===== src/rtl/cv32e40s_obi_trans_ctrl_if.sv =====
// -----------------------------------------------------------------------------
// cv32e40s_obi_trans_ctrl_if
//
// Bundles the core-side transfer handshake and the OBI address/response
// signals seen by cv32e40s_obi_trans_ctrl.
//
//   master modport : the transfer controller (drives obi_* requests, the core
//                    handshake ready, the outstanding count and error flags)
//   slave modport  : the environment (core + OBI slave) driving the inputs
//
// Signals
//   trans_valid_i / trans_ready_o   core-side transfer request / accept
//   trans_addr_i, trans_wdata_i     32-bit address and write data
//   trans_we_i, trans_be_i          write enable, 4-bit byte enables
//   trans_integrity_i               PMA integrity attribute of the transfer
//   obi_req_o, obi_reqpar_o         OBI request and its (inverted) parity
//   obi_addr_o, obi_wdata_o         OBI address and write data
//   obi_we_o, obi_be_o              OBI write enable, byte enables
//   obi_integrity_o                 integrity attribute of the address phase
//   obi_gnt_i, obi_gntpar_i         grant and grant parity
//   obi_rvalid_i                    response valid
//   gntpar_err_o                    grant parity error
//   outstnd_cnt_o                   granted transfers still awaiting rvalid
//   protocol_err_o                  rvalid with nothing outstanding
// -----------------------------------------------------------------------------
interface cv32e40s_obi_trans_ctrl_if;

   // Core-side transfer handshake
   logic        trans_valid_i;
   logic        trans_ready_o;
   logic [31:0] trans_addr_i;
   logic [31:0] trans_wdata_i;
   logic        trans_we_i;
   logic [3:0]  trans_be_i;
   logic        trans_integrity_i;

   // OBI address phase
   logic        obi_req_o;
   logic        obi_reqpar_o;
   logic [31:0] obi_addr_o;
   logic [31:0] obi_wdata_o;
   logic        obi_we_o;
   logic [3:0]  obi_be_o;
   logic        obi_integrity_o;
   logic        obi_gnt_i;
   logic        obi_gntpar_i;

   // OBI response phase
   logic        obi_rvalid_i;

   // Status
   logic        gntpar_err_o;
   logic [2:0]  outstnd_cnt_o;
   logic        protocol_err_o;

   modport master (
      input  trans_valid_i,
      output trans_ready_o,
      input  trans_addr_i,
      input  trans_wdata_i,
      input  trans_we_i,
      input  trans_be_i,
      input  trans_integrity_i,
      output obi_req_o,
      output obi_reqpar_o,
      output obi_addr_o,
      output obi_wdata_o,
      output obi_we_o,
      output obi_be_o,
      output obi_integrity_o,
      input  obi_gnt_i,
      input  obi_gntpar_i,
      input  obi_rvalid_i,
      output gntpar_err_o,
      output outstnd_cnt_o,
      output protocol_err_o
   );

   modport slave (
      output trans_valid_i,
      input  trans_ready_o,
      output trans_addr_i,
      output trans_wdata_i,
      output trans_we_i,
      output trans_be_i,
      output trans_integrity_i,
      input  obi_req_o,
      input  obi_reqpar_o,
      input  obi_addr_o,
      input  obi_wdata_o,
      input  obi_we_o,
      input  obi_be_o,
      input  obi_integrity_o,
      output obi_gnt_i,
      output obi_gntpar_i,
      output obi_rvalid_i,
      input  gntpar_err_o,
      input  outstnd_cnt_o,
      input  protocol_err_o
   );

endinterface : cv32e40s_obi_trans_ctrl_if


===== src/rtl/cv32e40s_obi_trans_ctrl.sv =====
// -----------------------------------------------------------------------------
// cv32e40s_obi_trans_ctrl
//
// OBI address-phase controller. A core transfer is forwarded to the OBI bus
// combinationally (zero added latency when granted in the request cycle). If
// the slave does not grant immediately, the transfer is captured into a
// holding register and replayed from there until granted, so the address
// phase stays stable whatever the core does with its inputs meanwhile.
// A counter tracks granted transfers still awaiting rvalid and blocks new
// requests once MAX_OUTSTANDING are in flight.
//
// Parameters
//   MAX_OUTSTANDING  maximum granted transfers awaiting rvalid (1..7)
//
// Ports
//   clk    clock, rising edge
//   rst_n  asynchronous active-low reset
//   bus    cv32e40s_obi_trans_ctrl_if.master (core handshake, OBI signals,
//          outstanding count and error flags)
// -----------------------------------------------------------------------------
module cv32e40s_obi_trans_ctrl #(
   parameter int unsigned MAX_OUTSTANDING = 2
) (
   input  logic                              clk,
   input  logic                              rst_n,
   cv32e40s_obi_trans_ctrl_if.master         bus
);

   localparam logic [2:0] CNT_MAX = 3'(MAX_OUTSTANDING);

   typedef enum logic {
      TRANSPARENT = 1'b0,
      REGISTERED  = 1'b1
   } state_e;

   // Everything that makes up one address phase
   typedef struct packed {
      logic [31:0] addr;
      logic [31:0] wdata;
      logic        we;
      logic [3:0]  be;
      logic        integrity;
   } addr_phase_t;

   state_e      state_q;
   addr_phase_t hold_q;
   logic [2:0]  cnt_q;

   addr_phase_t trans_phase;
   addr_phase_t obi_phase;
   logic        full;
   logic        obi_req;
   logic        count_up;
   logic        count_down;
   logic [2:0]  cnt_n;

   assign trans_phase = '{
      addr:      bus.trans_addr_i,
      wdata:     bus.trans_wdata_i,
      we:        bus.trans_we_i,
      be:        bus.trans_be_i,
      integrity: bus.trans_integrity_i
   };

   // A returning rvalid frees a slot in the same cycle, so full is released
   // early and a new request can go out alongside the response.
   assign full = (cnt_q == CNT_MAX) && !bus.obi_rvalid_i;

   // -----------------------------------------------------------------------
   // Address-phase output selection
   // -----------------------------------------------------------------------
   always_comb begin
      // NOTE: every signal gets a default before any branch so that no path
      // leaves it unassigned, which would otherwise infer a latch.
      obi_req          = 1'b0;
      obi_phase        = trans_phase;
      bus.trans_ready_o = 1'b0;

      unique case (state_q)
         TRANSPARENT: begin
            obi_req           = bus.trans_valid_i && !full;
            obi_phase         = trans_phase;
            bus.trans_ready_o = obi_req && bus.obi_gnt_i && rst_n;
         end
         REGISTERED: begin
            // Core is not acknowledged on the grant cycle; it re-presents
            // its next transfer from the following cycle.
            obi_req           = 1'b1;
            obi_phase         = hold_q;
            bus.trans_ready_o = 1'b0;
         end
         default: begin
            obi_req           = 1'b0;
            obi_phase         = trans_phase;
            bus.trans_ready_o = 1'b0;
         end
      endcase

      // Reset drops the request immediately, independent of the clock
      obi_req = obi_req && rst_n;
   end

   assign bus.obi_req_o       = obi_req;
   assign bus.obi_reqpar_o    = !obi_req;
   assign bus.obi_addr_o      = obi_phase.addr;
   assign bus.obi_wdata_o     = obi_phase.wdata;
   assign bus.obi_we_o        = obi_phase.we;
   assign bus.obi_be_o        = obi_phase.be;
   assign bus.obi_integrity_o = obi_phase.integrity;

   // Grant parity is the inverse of grant; equality means a parity fault
   assign bus.gntpar_err_o = obi_req && (bus.obi_gnt_i == bus.obi_gntpar_i);

   // -----------------------------------------------------------------------
   // Outstanding-transfer counter
   // -----------------------------------------------------------------------
   assign count_up   = obi_req && bus.obi_gnt_i;
   assign count_down = bus.obi_rvalid_i && (cnt_q != 3'd0);

   always_comb begin
      unique case ({count_up, count_down})
         2'b10:   cnt_n = cnt_q + 3'd1;
         2'b01:   cnt_n = cnt_q - 3'd1;
         default: cnt_n = cnt_q;
      endcase
   end

   assign bus.outstnd_cnt_o  = cnt_q;
   assign bus.protocol_err_o = bus.obi_rvalid_i && (cnt_q == 3'd0) && rst_n;

   // -----------------------------------------------------------------------
   // State, holding register and counter
   // -----------------------------------------------------------------------
   always_ff @(posedge clk or negedge rst_n) begin
      if (!rst_n) begin
         state_q <= TRANSPARENT;
         cnt_q   <= 3'd0;
         // NOTE: the holding register is reset too; it is visible on the bus
         // as soon as the FSM enters REGISTERED, so it must never hold X.
         hold_q  <= '0;
      end else begin
         // NOTE: sequential state uses non-blocking assignments so every
         // register samples the pre-edge values of its inputs.
         cnt_q <= cnt_n;
         unique case (state_q)
            TRANSPARENT: begin
               if (obi_req && !bus.obi_gnt_i) begin
                  state_q <= REGISTERED;
                  hold_q  <= trans_phase;
               end
            end
            REGISTERED: begin
               if (bus.obi_gnt_i) begin
                  state_q <= TRANSPARENT;
               end
            end
            default: state_q <= TRANSPARENT;
         endcase
      end
   end

endmodule : cv32e40s_obi_trans_ctrl


===== src/flat_wrapper.sv =====
// flat-port wrapper written by rule: the top's interface ports become plain ports
module cv32e40s_obi_trans_ctrl_flat 
#(
   parameter int unsigned MAX_OUTSTANDING = 2
)
  (clk, rst_n, bus_trans_valid_i, bus_trans_ready_o, bus_trans_addr_i, bus_trans_wdata_i, bus_trans_we_i, bus_trans_be_i, bus_trans_integrity_i, bus_obi_req_o, bus_obi_reqpar_o, bus_obi_addr_o, bus_obi_wdata_o, bus_obi_we_o, bus_obi_be_o, bus_obi_integrity_o, bus_obi_gnt_i, bus_obi_gntpar_i, bus_obi_rvalid_i, bus_gntpar_err_o, bus_outstnd_cnt_o, bus_protocol_err_o);
  cv32e40s_obi_trans_ctrl_if bus_i ();
  input  logic clk;
  input  logic rst_n;
  input wire logic [$bits(bus_i.trans_valid_i)-1:0] bus_trans_valid_i;
  output wire logic [$bits(bus_i.trans_ready_o)-1:0] bus_trans_ready_o;
  input wire logic [$bits(bus_i.trans_addr_i)-1:0] bus_trans_addr_i;
  input wire logic [$bits(bus_i.trans_wdata_i)-1:0] bus_trans_wdata_i;
  input wire logic [$bits(bus_i.trans_we_i)-1:0] bus_trans_we_i;
  input wire logic [$bits(bus_i.trans_be_i)-1:0] bus_trans_be_i;
  input wire logic [$bits(bus_i.trans_integrity_i)-1:0] bus_trans_integrity_i;
  output wire logic [$bits(bus_i.obi_req_o)-1:0] bus_obi_req_o;
  output wire logic [$bits(bus_i.obi_reqpar_o)-1:0] bus_obi_reqpar_o;
  output wire logic [$bits(bus_i.obi_addr_o)-1:0] bus_obi_addr_o;
  output wire logic [$bits(bus_i.obi_wdata_o)-1:0] bus_obi_wdata_o;
  output wire logic [$bits(bus_i.obi_we_o)-1:0] bus_obi_we_o;
  output wire logic [$bits(bus_i.obi_be_o)-1:0] bus_obi_be_o;
  output wire logic [$bits(bus_i.obi_integrity_o)-1:0] bus_obi_integrity_o;
  input wire logic [$bits(bus_i.obi_gnt_i)-1:0] bus_obi_gnt_i;
  input wire logic [$bits(bus_i.obi_gntpar_i)-1:0] bus_obi_gntpar_i;
  input wire logic [$bits(bus_i.obi_rvalid_i)-1:0] bus_obi_rvalid_i;
  output wire logic [$bits(bus_i.gntpar_err_o)-1:0] bus_gntpar_err_o;
  output wire logic [$bits(bus_i.outstnd_cnt_o)-1:0] bus_outstnd_cnt_o;
  output wire logic [$bits(bus_i.protocol_err_o)-1:0] bus_protocol_err_o;
  assign bus_i.trans_valid_i = bus_trans_valid_i;
  assign bus_trans_ready_o = bus_i.trans_ready_o;
  assign bus_i.trans_addr_i = bus_trans_addr_i;
  assign bus_i.trans_wdata_i = bus_trans_wdata_i;
  assign bus_i.trans_we_i = bus_trans_we_i;
  assign bus_i.trans_be_i = bus_trans_be_i;
  assign bus_i.trans_integrity_i = bus_trans_integrity_i;
  assign bus_obi_req_o = bus_i.obi_req_o;
  assign bus_obi_reqpar_o = bus_i.obi_reqpar_o;
  assign bus_obi_addr_o = bus_i.obi_addr_o;
  assign bus_obi_wdata_o = bus_i.obi_wdata_o;
  assign bus_obi_we_o = bus_i.obi_we_o;
  assign bus_obi_be_o = bus_i.obi_be_o;
  assign bus_obi_integrity_o = bus_i.obi_integrity_o;
  assign bus_i.obi_gnt_i = bus_obi_gnt_i;
  assign bus_i.obi_gntpar_i = bus_obi_gntpar_i;
  assign bus_i.obi_rvalid_i = bus_obi_rvalid_i;
  assign bus_gntpar_err_o = bus_i.gntpar_err_o;
  assign bus_outstnd_cnt_o = bus_i.outstnd_cnt_o;
  assign bus_protocol_err_o = bus_i.protocol_err_o;
  cv32e40s_obi_trans_ctrl #(.MAX_OUTSTANDING(MAX_OUTSTANDING)) u_core (.clk(clk), .rst_n(rst_n), .bus(bus_i));
endmodule

===== config.mk =====
export PLATFORM = sky130hd
export DESIGN_NAME = cv32e40s_obi_trans_ctrl_flat
export DESIGN_NICKNAME = d
export VERILOG_FILES = /design/src/rtl/cv32e40s_obi_trans_ctrl_if.sv /design/src/rtl/cv32e40s_obi_trans_ctrl.sv /design/src/flat_wrapper.sv
export SDC_FILE = /design/constraint.sdc
export NUM_CORES = 1
export LEC_CHECK = 0
export CORE_MARGIN = 3
export CORE_UTILIZATION = 44
export DETAILED_ROUTE_END_ITERATION = 6
export GPL_TIMING_DRIVEN = 0
export PLACE_DENSITY_LB_ADDON = 0.3
export SLEW_MARGIN = 20
export SYNTH_ARGS = -nofsm -noshare
export SYNTH_HDL_FRONTEND = slang
export SYNTH_SLANG_ARGS = --single-unit

===== constraint.sdc =====
create_clock -name clk -period 2.7 [get_ports clk]
set_clock_uncertainty 0.05 [all_clocks]
set_input_delay 0.54 -clock clk [delete_from_list [all_inputs] [get_ports clk]]
set_output_delay 0.54 -clock clk [all_outputs]
set_load 0.005 [all_outputs]

# Word-level counts from Yosys, hierarchy flattened
# Cells that the tools add are included.
[classes] n_mux=7 n_eq_ne=4 n_mul=0 div_mod_pow=0 bitwise_logic=1 n_lt_le_gt_ge=0 n_reduce_logical=19 n_shift=0 n_addsub=2
[ops] op="$pmux W70 S2" n=1
[ops] op="$logic_and A1 B1 Y1" n=11
[ops] op="$pmux W1 S2" n=3
[ops] op="$pmux W3 S2" n=1
[ops] op="$logic_not A1 Y1" n=4
[ops] op="$add A3 B1 Y3 const B" n=1
[ops] op="$eq A3 B2 Y1 const B" n=1
[ops] op="$logic_not A3 Y1" n=1
[ops] op="$reduce_bool A3 Y1" n=1
[ops] op="$sub A3 B1 Y3 const B" n=1
[ops] op="$eq A2 B1 Y1 const B" n=1
[ops] op="$eq A2 B2 Y1 const B" n=1
[ops] op="$mux W1" n=2
[ops] op="$reduce_and A2 Y1" n=1
[ops] op="$reduce_bool A2 Y1" n=1
[ops] op="$eq A1 B1 Y1" n=1
[ops] op="$not A1 Y1" n=1
[word_totals] n_memories=0 romBits=0 register_bits=74 out_inout_bits=78 ram_bits=0 latchBits=0

# Depth between registers and ports, before layout
# Gate-level depths: netlist of the first run.
[depth] word_depth=9 mapped_depth=10

# Least setup slack after synthesis of the first run
# No wires, ideal clock.
[synth_timing] path_kind="in2reg" start="in bus_obi_rvalid_i" end="reg u_core.cnt_q[2], in the netlist u_core.bus.outstnd_cnt_o[2]" stages=9 path_buffers=0 required_time_ns=2.571 t_arrival_ns=2.124 setup_ns=0.079 path_slack_ns=0.447 cell_sequence="nor4b_1 o21ai_0 nand2_1 ha_1 inv_1 fa_1 xor2_1 nor2_1 xor2_1"
[synth_between] elab_chain_cells=9 elab_cells_between_ends=12 classes_between="eq/ne: 2; mux: 2; reduce/logical: 8"
[synth_rtl] element="from (decl)" line_no="flat_wrapper.sv:26" source="input wire logic [$bits(bus_i.obi_rvalid_i)-1:0] bus_obi_rvalid_i;"
[synth_rtl] element="$logic_not A1 Y1 (*)" line_no="cv32e40s_obi_trans_ctrl.sv:67" source="assign full = (cnt_q == CNT_MAX) && !bus.obi_rvalid_i;"
[synth_rtl] element="$logic_and A1 B1 Y1 (*)" line_no="cv32e40s_obi_trans_ctrl.sv:67"
[synth_rtl] element="$logic_not A1 Y1 (*)" line_no="cv32e40s_obi_trans_ctrl.sv:81" source="obi_req = bus.trans_valid_i && !full;"
[synth_rtl] element="$logic_and A1 B1 Y1 (*)" line_no="cv32e40s_obi_trans_ctrl.sv:81"
[synth_rtl] element="$pmux W1 S2 (*)" line_no="cv32e40s_obi_trans_ctrl.sv:79" source="unique case (state_q)"
[synth_rtl] element="$logic_and A1 B1 Y1 (*)" line_no="cv32e40s_obi_trans_ctrl.sv:100" source="obi_req = obi_req && rst_n;"
[synth_rtl] element="named net bus_obi_req_o" line_no="flat_wrapper.sv:17" source="output wire logic [$bits(bus_i.obi_req_o)-1:0] bus_obi_req_o;"
[synth_rtl] element="$logic_and A1 B1 Y1 (*)" line_no="cv32e40s_obi_trans_ctrl.sv:117" source="assign count_up = obi_req && bus.obi_gnt_i;"
[synth_rtl] element="$eq A2 B1 Y1 / $eq A2 B2 Y1 (equally long branches)" line_no="cv32e40s_obi_trans_ctrl.sv:121" source="unique case ({count_up, count_down})"
[synth_rtl] element="$pmux W3 S2 / $reduce_bool A2 Y1 (equally long branches)"
[synth_rtl] element="to (signal assigned)" line_no="cv32e40s_obi_trans_ctrl.sv:144" source="cnt_q <= cnt_n;"
[synth_rtl] element="to (decl)" line_no="cv32e40s_obi_trans_ctrl.sv:47" source="logic [2:0] cnt_q;"
# The timed path passes the listed nets; every way through them passes the cells marked *.
# A chain may end at the register's enable or synchronous reset.

# Worst setup path in the final report of the first run
[layout_timing] start="in bus_obi_rvalid_i" end="out bus_obi_reqpar_o"
[layout_between] elab_chain_cells=7
[layout_rtl] element="$logic_not A1 Y1" line_no="cv32e40s_obi_trans_ctrl.sv:67"
[layout_rtl] element="$logic_and A1 B1 Y1" line_no="cv32e40s_obi_trans_ctrl.sv:67"
[layout_rtl] element="$logic_not A1 Y1" line_no="cv32e40s_obi_trans_ctrl.sv:81"
[layout_rtl] element="$logic_and A1 B1 Y1" line_no="cv32e40s_obi_trans_ctrl.sv:81"
[layout_rtl] element="$pmux W1 S2" line_no="cv32e40s_obi_trans_ctrl.sv:79"
[layout_rtl] element="$logic_and A1 B1 Y1" line_no="cv32e40s_obi_trans_ctrl.sv:100"
[layout_rtl] element="$logic_not A1 Y1" line_no="cv32e40s_obi_trans_ctrl.sv:104" source="assign bus.obi_reqpar_o = !obi_req;"
[layout_rtl] element="to (decl)" line_no="flat_wrapper.sv:18" source="output wire logic [$bits(bus_i.obi_reqpar_o)-1:0] bus_obi_reqpar_o;"
# No other way between the ends.

==> out/qor.tcl, run 1 <==
set qor(crit_path_category) {in2out}
set qor(layout.cell_area.non_filler_um2) 5962
set qor(detail_route.vias_per_cell) 4.989
set qor(synth_enable_flop_cells) 0
set qor(drt-pass1-iter-count) 4
set qor(avgRoutedWirePerCell_um) 17.60
set qor(syn_to_final_growth_pct) 49.89
set qor(detailroute.via_count) 2669
set qor(port_buffers) 153
set qor(synth.yosys.seq_area_share_pct) 46.56
set qor(grt_pass1_wl_um) 15020
set qor(worst_slew_pin_slew_ns) 0.2624
set qor(routabilityCongestion) 0.7684
set qor(die_area_um2) 10220
set qor(rows) 34
set qor(footprint_of_the_flip_flops_and_latches_um2) 1853
set qor(setup.worst_path.end_class) {output pin}
set qor(drc) 0
set qor(ys_seq_elements) 74
set qor(ctsLongestPathBuffers) 2
set qor(floorplan.core_area_um2) 8763
set qor(synth_top_cell_area_share_pct) 46.56
set qor(share_of_flip_flops_with_an_asynchronous_set_or_reset_after_synthesis_pct) 100.0
set qor(critPathArrivalTime_ns) 2.00
set qor(filler_cell_count) 655
set qor(num_io_pins) 154
set qor(netlist_top_cells_count) {74 x sky130_fd_sc_hd__dfrtp_1, 70 x sky130_fd_sc_hd__mux2_2, 70 x sky130_fd_sc_hd__mux2_4}
set qor(global_route_usage_over_all_layers_pct) 18.71
set qor(placed_cell_area_um2) 5669
set qor(start_kind) {input port}
set qor(fmax_mhz) 386.3
set qor(hpwl_um) 6788
set qor(cap_violations) 0
set qor(nNetsFinal) 500
set qor(cts_htree_levels) 3
set qor(fp.dieW_um) 101.1
set qor(tritoncts) {yes}
set qor(cts.root.buffer_cell) {sky130_fd_sc_hd__clkbuf_8}
set qor(crit_path_max_fanout) 3
set qor(grt_antenna_before_repair) 0
set qor(synth.most_common_cell) {sky130_fd_sc_hd__dfrtp_1}
set qor(ir_worst_vdd_mv) 0.3058
set qor(yosysWarningCount) 0
set qor(synth_largest_area_cell) {sky130_fd_sc_hd__dfrtp_1}
set qor(final.setup.tns_ns) 0
set qor(final-hold-violation-count) 0
set qor(p_per_area_nw_per_um2) 698.2
set qor(critPathRequiredTime_ns) 2.11
set qor(multiInputGateArea_um2) 2012
set qor(max_slew_margin_pct) 82.43
set qor(run_status) {finished, final reports clean}
set qor(post_synth_num_cell_types) 23
set qor(number_of_nets_still_failing_antenna_checks_after_routing) 0
set qor(final_layout_size_suffix_gt1_share_pct) 41.69
set qor(netlist_top_cells_area) {sky130_fd_sc_hd__dfrtp_1 47%, sky130_fd_sc_hd__mux2_4 26%, sky130_fd_sc_hd__mux2_2 20%}
set qor(clkLatencyLatePin_ns) 0.33
set qor(path_clk_slew_ns) 0.08
set qor(post_synth_inst_count) 256
set qor(initial_core_util_pct) 45.39
set qor(rsz0062_at_grt) {false}
set qor(period_share_pct) 95.88
set qor(antennaDiodeCount) 0
set qor(post_synth.cell_area_avg_um2) 15.54
set qor(clock_sinks) 74
set qor(post_synth_design_cell_area_um2) 3978
set qor(grt_max_degree) 32
set qor(power_mw) 4.162
set qor(syn-num-nets) 334
set qor(cellLeakagePower_nw) 2.714
set qor(die_y_um) 101.1
set qor(hold_path.class) {in2async}
set qor(synth-main-ff-cell) {sky130_fd_sc_hd__dfrtp_1}
set qor(clock_buffers_created_by_tritoncts) 9
set qor(routed_wirelength_um) 9417
set qor(drv_slew) 0
set qor(detailedRoute.firstIterationViolations) 36
set qor(timing.final.setup_violations) 0
set qor(finalWorstPathRequiredPeriod_ns) 2.589
set qor(number_of_global_route_vias_before_repair) 2985
set qor(grt_overflow_total) 0
path summary, 6_finish.rpt:
kind,depth (start not counted),slack (ns),end,from
max,5,0.11,bus_obi_reqpar_o,bus_obi_rvalid_i
min,2,0.08,u_core.hold_q[20],rst_n
max reg2reg,9,0.46,u_core.bus.outstnd_cnt_o[2],u_core.bus.outstnd_cnt_o[2]
min reg2reg,1,0.46,u_core.hold_q[13],u_core.hold_q[13]
max in group asynchronous,2,2.24,u_core.hold_q[26],rst_n
min in group clk,1,0.46,u_core.hold_q[13],u_core.hold_q[13]
power by group:
part	total (mW)	internal, mW	switching (mW)
sequential	1.73	1.49	0.244
clock	0.888	0.477	0.411
combinational	1.54	1.11	0.432
timing repair:
item                       in CTS  in global routing
setup buffers                   0                  0
gates cloned                    1                  0
gates resized for setup        17                  2
hold buffers                    1                  0
pin swaps                       0                  0
setup endpoints to repair      73                  8
hold endpoints to repair       31                  0
logic make-up after synthesis:
family	share of synthesized area, %
buffers and inverters	3.334
adder cells (fa/ha/maj)	0.8178
AO/OA/AOI/OAI	0.2514
multiplexers	46.49
AND/OR/NAND/NOR	1.668
XOR/XNOR	0.8809
flip-flops	46.56
layer usage:
metal	up-vias	track usage [%]	routed length (um)
li1	1246	-	-
met2	99	31.94	4697
met4	0	5.010	57
met5	-	0	0
met1	1317	22.90	3899
met3	7	5.744	763
layout by cell type, fill, tap and decap left out, types with 2 or more instances in the layout:
cell,n
sky130_fd_sc_hd__clkbuf_8,11
sky130_fd_sc_hd__xor2_1,3
sky130_fd_sc_hd__clkinvlp_4,2
sky130_fd_sc_hd__buf_2,3
sky130_fd_sc_hd__inv_1,5
sky130_fd_sc_hd__mux2_4,70
sky130_fd_sc_hd__clkdlybuf4s50_1,150
sky130_fd_sc_hd__nand2_1,3
sky130_fd_sc_hd__nor2_1,2
sky130_fd_sc_hd__buf_6,7
sky130_fd_sc_hd__dfrtp_1,73
sky130_fd_sc_hd__mux2_2,70
sky130_fd_sc_hd__buf_12,2
sky130_fd_sc_hd__clkbuf_2,5
sky130_fd_sc_hd__dlygate4sd2_1,2
stage by stage:
| stage | hold slack, ns | utilization (%) | setup WS [ns] | instances |
|---|---|---|---|---|
| global placement | 0.4347 | 64.41 | -2.956 | 517 |
| finish | 0.07680 | 68.03 | 0.1113 | 535 |
| CTS | 0.06939 | 68.03 | 0.03732 | 535 |
| detailed placement | 0.4380 | 64.69 | -0.4809 | 518 |
| global route | 0.06616 | 68.03 | 0.00009392 | 535 |
| floorplan | 0.1944 | - | 0.4471 | 256 |
sequential cells by signal, indices dropped and copies added (netlist names):
register and count:
u_core.state_q 1, u_core.bus.outstnd_cnt_o 3, u_core.hold_q 70
critical path, cell delays in order:
cell	delay [ns]
sky130_fd_sc_hd__clkdlybuf4s50_1	0.47
sky130_fd_sc_hd__nor4b_4	0.29
sky130_fd_sc_hd__o21ai_2	0.13
sky130_fd_sc_hd__inv_1	0.08
sky130_fd_sc_hd__clkdlybuf4s50_1	0.50
layout make-up:
cell class / instances / area share, %
Buffer: 15 / 1.994
Timing Repair Buffer: 156 / 27.16
Multi-Input combinational cell: 161 / 33.75
Clock buffer: 12 / 2.602
Sequential cell: 74 / 31.08
Clock inverter: 4 / 0.8395
Inverter: 5 / 0.3148
Tap cell: 108 / 2.267
No activity file was read; power rests on OpenSTA's default activity.
==> run 2: changes to the inputs <==
Settings changed: CORE_UTILIZATION 44 to 63, DONT_BUFFER_PORTS set to 1.
==> out/qor.tcl, run 2 (synthesized netlist as in run 1, its figures left out) <==
set qor(port_buffers) 0 ;# was 153
set qor(worst_slew_pin_slew_ns) 0.5497 ;# was 0.2624 ns
set qor(grt_antenna_before_repair) 0 ;# unchanged
set qor(seq_power_share_pct) 45.1 ;# was 41.6%
set qor(detailedRoute.firstIterationViolations) 73 ;# was 36
set qor(initial_core_util_pct) 66.01 ;# was 45.39%
set qor(combinationalPowerShare_pct) 27.4 ;# was 37.0%
set qor(fmax_mhz) 384.2 ;# was 386.3 MHz
set qor(layout_commonest_cell) {sky130_fd_sc_hd__dfrtp_1} ;# was sky130_fd_sc_hd__clkdlybuf4s50_1
set qor(crit_path_max_fanout) 10 ;# was 3
set qor(placed_cell_area_um2) 4071 ;# was 5669 um^2
set qor(floorplan.core_area_um2) 6026 ;# was 8763 um^2
set qor(detailroute.via_count) 2081 ;# was 2669
set qor(worstReg2RegEnd) {u_core.bus.outstnd_cnt_o[2]} ;# unchanged
set qor(most-common-layout-cells) {74 x sky130_fd_sc_hd__dfrtp_1, 70 x sky130_fd_sc_hd__mux2_2, 70 x sky130_fd_sc_hd__mux2_4, 11 x sky130_fd_sc_hd__clkbuf_8, 7 x sky130_fd_sc_hd__buf_6} ;# was 150 x sky130_fd_sc_hd__clkdlybuf4s50_1, 73 x sky130_fd_sc_hd__dfrtp_1, 70 x sky130_fd_sc_hd__mux2_2, 70 x sky130_fd_sc_hd__mux2_4, 11 x sky130_fd_sc_hd__clkbuf_8
set qor(switching_part_of_the_total_pct) 25.20 ;# was 26.10%
set qor(drc) 0 ;# unchanged
set qor(cap_violations) 0 ;# unchanged
set qor(number_of_nets_still_failing_antenna_checks_after_routing) 0 ;# unchanged
set qor(period_share_pct) 96.39 ;# was 95.88%
set qor(critPathArrivalTime_ns) 2.01 ;# was 2.00 ns
set qor(num_io_pins) 154 ;# unchanged
set qor(rsz0062_at_grt) {true} ;# was false
set qor(clock_sinks) 74 ;# unchanged
set qor(dp_slack_ns) 0.1489 ;# was -0.4809 ns
set qor(hold_path.class) {in2async} ;# unchanged
set qor(routed_wirelength_um) 7517 ;# was 9417 um
set qor(grt_pass1_wl_um) 12120 ;# was 15020 um
set qor(ctsLongestPathBuffers) 2 ;# unchanged
set qor(syn_to_final_growth_pct) 9.594 ;# was 49.89%
set qor(number_of_global_route_vias_before_repair) 2370 ;# was 2985
set qor(die_area_um2) 7303 ;# was 10220 um^2
set qor(start_kind) {flop} ;# was input port
set qor(layout.cell_area.non_filler_um2) 4359 ;# was 5962 um^2
set qor(rr_worst_depth) 9 ;# unchanged
set qor(crit_path_category) {reg2out} ;# was in2out
set qor(tritoncts) {yes} ;# unchanged
set qor(path_clk_slew_ns) 0.08 ;# about the same
set qor(run_status) {finished, final reports clean} ;# unchanged
set qor(power.switching_mw) 0.9612 ;# was 1.087 mW
set qor(timing.final.setup_violations) 0 ;# unchanged
set qor(share_clk_of_total_power_pct) 27.5 ;# was 21.3%
set qor(detail_route.vias_per_cell) 5.980 ;# was 4.989
set qor(final.setup.tns_ns) 0 ;# unchanged
set qor(cellLeakagePower_nw) 2.084 ;# was 2.714 nW
set qor(clock_buffers_created_by_tritoncts) 9 ;# unchanged
set qor(rows) 28 ;# was 34
set qor(setup.worst_path.end_class) {output pin} ;# unchanged
set qor(drt-pass1-iter-count) 4 ;# unchanged
set qor(cts_htree_levels) 3 ;# unchanged
set qor(power_mw) 3.815 ;# was 4.162 mW
set qor(global_route_usage_over_all_layers_pct) 21.56 ;# was 18.71%
set qor(avgRoutedWirePerCell_um) 21.60 ;# was 17.60 um
set qor(grt_max_degree) 75 ;# was 32
set qor(max_flop_register) {u_core.hold_q} ;# unchanged
set qor(largest_register_ffs) 70 ;# unchanged
set qor(dp_cells) 331 ;# was 518
set qor(final_critical_path_setup_slack_ns) 0.09734 ;# was 0.1113 ns
set qor(die_y_um) 85.46 ;# was 101.1 um
set qor(antennaDiodeCount) 0 ;# unchanged
set qor(cellInternalPower_mw) 2.853 ;# was 3.076 mW
set qor(hpwl_um) 5245 ;# was 6788 um
set qor(routabilityCongestion) 0.7286 ;# was 0.7684
set qor(critPathRequiredTime_ns) 2.11 ;# about the same
set qor(p_per_area_nw_per_um2) 875.1 ;# was 698.2 nW/um^2
set qor(max_slew_margin_pct) 63.35 ;# was 82.43%
set qor(final-hold-violation-count) 0 ;# unchanged
set qor(nNetsFinal) 346 ;# was 500
set qor(cts.root.buffer_cell) {sky130_fd_sc_hd__clkbuf_8} ;# unchanged
set qor(clkLatencyLatePin_ns) 0.33 ;# about the same
set qor(fp.dieW_um) 85.46 ;# was 101.1 um
set qor(drv_slew) 0 ;# unchanged
set qor(post_layout_nonfiller_instances) 348 ;# was 535
set qor(r2r_start) {u_core.bus.outstnd_cnt_o[2]} ;# unchanged
set qor(setup.reg_to_reg.worst_slack_ns) 0.33 ;# was 0.46 ns
set qor(final_layout_size_suffix_gt1_share_pct) 61.90 ;# was 41.69%
set qor(finalWorstPathRequiredPeriod_ns) 2.603 ;# was 2.589 ns
set qor(grt_overflow_total) 0 ;# unchanged
set qor(ir_worst_vdd_mv) 0.5794 ;# was 0.3058 mV
set qor(cts.repair_timing.setup_buffer_count) 0 ;# unchanged
[run 2: worst max-delay path by stage]
stage / startpoint / end
2_1_floorplan: bus_obi_rvalid_i / u_core.bus.outstnd_cnt_o[2]
3_3_place_gp: bus_obi_rvalid_i / u_core.bus.outstnd_cnt_o[2]
3_5_place_dp: bus_obi_rvalid_i / u_core.bus.outstnd_cnt_o[2]
4_1_cts: u_core.state_q / bus_obi_wdata_o[0]
5_1_grt: u_core.state_q / bus_obi_wdata_o[8]
6_report: u_core.state_q / bus_obi_wdata_o[28]
[run 2: cell type report]
cell class	instances	area [um^2]
plain buffers	16	116.4
clock buffers	11	151.4
clock inverters	5	100.1
fillers	391	1667
inverters	5	18.77
multi-input cells	161	1999
flip-flops and latches	74	1852
well taps	75	93.84
repair buffers	1	27.53
[run 2: per-stage QoR]
| step | util, % | hold WS, ns |
|---|---|---|
| finish | 72.34 | 0.01881 |
| global route | 72.34 | 0.03034 |
| CTS | 72.20 | 0.03507 |
| detailed placement | 67.57 | 0.1961 |
| global placement | 67.57 | 0.1961 |
| floorplan | - | 0.1944 |
[run 2: what timing repair did]
item                                    4_1_cts  5_1_grt
resized for setup                             0        8
endpoints found under the setup margin        0       69
endpoints found under the hold margin        74        0
hold buffers                                  1        0
[run 2: power groups by stage]
stage	clock [mW]	sequential [mW]	combinational [mW]
CTS	1.08	1.71	1.06
global route	1.13	1.77	1.13
global placement	0	1.70	1.00
finish	1.05	1.72	1.05
floorplan	0	1.65	0.915
detailed placement	0	1.72	1.03
[run 2: critical path, stage by stage (launching register included)]
cell and delay, ns:
sky130_fd_sc_hd__dfrtp_1 0.34, sky130_fd_sc_hd__clkbuf_1 0.42, sky130_fd_sc_hd__clkbuf_1 0.49, sky130_fd_sc_hd__mux2_2 0.42
[run 2: routing by layer]
| layer | vias up | share of wire, % | GRT usage, % |
|---|---|---|---|
| li1 | 943 | - | - |
| met1 | 1030 | 40 | 27.06 |
| met2 | 94 | 48 | 33.40 |
| met3 | 14 | 9.5 | 7.087 |
| met4 | 0 | 2.1 | 10.94 |
| met5 | - | 0 | 0 |
==> run 3: changes to the inputs <==
Settings changed: SKIP_CTS_REPAIR_TIMING set to 1.
==> out/qor.tcl, run 3 (synthesized netlist as in run 1, its figures left out) <==
set qor(run_status) {finished, final reports clean} ;# unchanged
set qor(crit_buf_inv) 2 ;# unchanged
set qor(cap_violations) 0 ;# unchanged
set qor(hold_path.class) {in2async} ;# unchanged
set qor(final_critical_path_setup_slack_ns) 0.09729 ;# was 0.09734 ns
set qor(seq_power_share_pct) 45.1 ;# about the same
set qor(post_layout_nonfiller_instances) 348 ;# unchanged
set qor(syn_to_final_growth_pct) 9.594 ;# unchanged
set qor(drv_slew) 0 ;# unchanged
set qor(drt-pass1-iter-count) 4 ;# unchanged
set qor(placed_cell_area_um2) 4071 ;# unchanged
set qor(clkLatencyLatePin_ns) 0.33 ;# about the same
set qor(final_layout_size_suffix_gt1_share_pct) 61.90 ;# unchanged
set qor(largest_register_ffs) 70 ;# unchanged
set qor(combinationalPowerShare_pct) 27.4 ;# about the same
set qor(grt_max_degree) 78 ;# was 75
set qor(cts.root.buffer_cell) {sky130_fd_sc_hd__clkbuf_8} ;# unchanged
set qor(clock_sinks) 74 ;# unchanged
set qor(final-hold-violation-count) 0 ;# unchanged
set qor(cts_htree_levels) 3 ;# unchanged
set qor(finalWorstPathRequiredPeriod_ns) 2.603 ;# about the same
set qor(power.switching_mw) 0.9616 ;# was 0.9612 mW
set qor(antennaDiodeCount) 0 ;# unchanged
set qor(cellInternalPower_mw) 2.853 ;# about the same
set qor(crit_top_cell) {sky130_fd_sc_hd__clkbuf_1} ;# unchanged
set qor(path_clk_slew_ns) 0.08 ;# about the same
set qor(port_buffers) 0 ;# unchanged
set qor(max_slew_margin_pct) 63.35 ;# about the same
set qor(dp_cells) 331 ;# unchanged
set qor(worstPathCellList) {clkbuf_1 > clkbuf_1 > mux2_2} ;# unchanged
set qor(multiInputGateArea_um2) 1999 ;# unchanged
set qor(routed_wirelength_um) 7516 ;# was 7517 um
set qor(layout.cell_area.non_filler_um2) 4359 ;# unchanged
set qor(cellLeakagePower_nw) 2.084 ;# unchanged
set qor(drc) 0 ;# unchanged
set qor(fmax_mhz) 384.2 ;# about the same
set qor(timing.final.setup_violations) 0 ;# unchanged
set qor(detailroute.via_count) 2073 ;# was 2081
set qor(tritoncts) {yes} ;# unchanged
set qor(grt_pass1_wl_um) 11980 ;# was 12120 um
set qor(crit_path_max_fanout) 10 ;# unchanged
set qor(most-common-layout-cells) {74 x sky130_fd_sc_hd__dfrtp_1, 70 x sky130_fd_sc_hd__mux2_2, 70 x sky130_fd_sc_hd__mux2_4, 11 x sky130_fd_sc_hd__clkbuf_8, 7 x sky130_fd_sc_hd__buf_6} ;# unchanged
set qor(critical_path.slowest_cell) {sky130_fd_sc_hd__clkbuf_1} ;# unchanged
set qor(critical-path-max-stage-delay_ns) 0.49 ;# about the same
set qor(clock_buffers_created_by_tritoncts) 9 ;# unchanged
set qor(hpwl_um) 5245 ;# unchanged
set qor(max_flop_register) {u_core.hold_q} ;# unchanged
set qor(crit_path_category) {reg2out} ;# unchanged
set qor(rsz0062_at_grt) {true} ;# unchanged
set qor(layout_commonest_cell) {sky130_fd_sc_hd__dfrtp_1} ;# unchanged
set qor(ctsLongestPathBuffers) 2 ;# unchanged
set qor(critPathArrivalTime_ns) 2.01 ;# about the same
set qor(number_of_nets_still_failing_antenna_checks_after_routing) 0 ;# unchanged
set qor(nNetsFinal) 346 ;# unchanged
set qor(die_area_um2) 7303 ;# unchanged
set qor(grt_overflow_total) 0 ;# unchanged
set qor(floorplan.core_area_um2) 6026 ;# unchanged
set qor(num_io_pins) 154 ;# unchanged
set qor(worst_slew_pin_slew_ns) 0.5498 ;# was 0.5497 ns
set qor(routabilityCongestion) 0.7286 ;# unchanged
set qor(start_kind) {flop} ;# unchanged
set qor(grt_antenna_before_repair) 0 ;# unchanged
set qor(ir_worst_vdd_mv) 0.5794 ;# about the same
set qor(share_clk_of_total_power_pct) 27.5 ;# about the same
set qor(footprint_of_the_flip_flops_and_latches_um2) 1852 ;# unchanged
set qor(fp.dieW_um) 85.46 ;# unchanged
set qor(detail_route.vias_per_cell) 5.957 ;# was 5.980
set qor(number_of_global_route_vias_before_repair) 2359 ;# was 2370
set qor(die_y_um) 85.46 ;# unchanged
set qor(period_share_pct) 96.40 ;# was 96.39%
set qor(rows) 28 ;# unchanged
set qor(setup.worst_path.end_class) {output pin} ;# unchanged
set qor(critPathRequiredTime_ns) 2.11 ;# about the same
set qor(dp_slack_ns) 0.1489 ;# unchanged
set qor(p_per_area_nw_per_um2) 875.2 ;# was 875.1 nW/um^2
set qor(detailedRoute.firstIterationViolations) 75 ;# was 73
set qor(crit_family) {buffers and inverters} ;# unchanged
set qor(filler_cell_count) 391 ;# unchanged
set qor(switching_part_of_the_total_pct) 25.21 ;# was 25.20%
set qor(initial_core_util_pct) 66.01 ;# unchanged
set qor(avgRoutedWirePerCell_um) 21.60 ;# about the same
set qor(global_route_usage_over_all_layers_pct) 21.29 ;# was 21.56%
-- run 3: layout make-up --
| class | count | share of cell area, % |
|---|---|---|
| clock buffers | 11 | 3.473 |
| multi-input cells | 161 | 45.87 |
| repair buffers | 1 | 0.6315 |
| inverters | 5 | 0.4305 |
| well taps | 75 | 2.153 |
| clock inverters | 5 | 2.296 |
| plain buffers | 16 | 2.669 |
| flip-flops and latches | 74 | 42.48 |
-- run 3: final timing paths --
kind,start,end,slack (ns),cells after the start
worst max register to register,u_core.bus.outstnd_cnt_o[2],u_core.bus.outstnd_cnt_o[2],0.33,9
min in group clk,bus_obi_gnt_i,u_core.state_q,0.21,1
max in group asynchronous,rst_n,u_core.hold_q[29],2.25,1
worst max-delay path,u_core.state_q,bus_obi_wdata_o[28],0.1,3
worst min register to register,u_core.hold_q[18],u_core.hold_q[18],0.46,1
worst min-delay path,rst_n,u_core.hold_q[23],0.02,1
-- run 3: metal layers --
| layer | global-route usage, % | routed length (um) | part of all wire, % |
|---|---|---|---|
| met3 | 7.087 | 712 | 9.5 |
| met5 | 0 | 0 | 0 |
| met1 | 26.17 | 3053 | 41 |
| met4 | 10.94 | 161 | 2.1 |
| met2 | 33.47 | 3588 | 48 |
-- run 3: worst register-to-register path: stages, from the launching register on --
cell	delay (ns)
sky130_fd_sc_hd__dfrtp_1	0.44
sky130_fd_sc_hd__nor4b_2	0.37
sky130_fd_sc_hd__o21ai_0	0.26
sky130_fd_sc_hd__nand2_1	0.13
sky130_fd_sc_hd__ha_1	0.18
sky130_fd_sc_hd__inv_1	0.06
sky130_fd_sc_hd__fa_1	0.37
sky130_fd_sc_hd__xor2_1	0.15
sky130_fd_sc_hd__nor2_1	0.13
sky130_fd_sc_hd__xor2_1	0.15
-- run 3: power groups by stage --
stage	combinational, mW	clock, mW	sequential (mW)
after CTS	1.04	1.08	1.71
after detailed placement	1.03	0	1.72
after global placement	1.00	0	1.70
after floorplan	0.915	0	1.65
after global routing	1.13	1.13	1.77
final	1.05	1.05	1.72
-- run 3: stage by stage --
stage               TNS (ns)  hold slack [ns]  power (mW)  util (%)
floorplan                  0           0.1944       2.569         -
global placement           0           0.1961       2.700     67.57
detailed placement         0           0.1961       2.745     67.57
CTS                        0          -0.1824       3.825     71.74
global route          -2.714          0.03034       4.029     72.34
finish                     0          0.01618       3.815     72.34
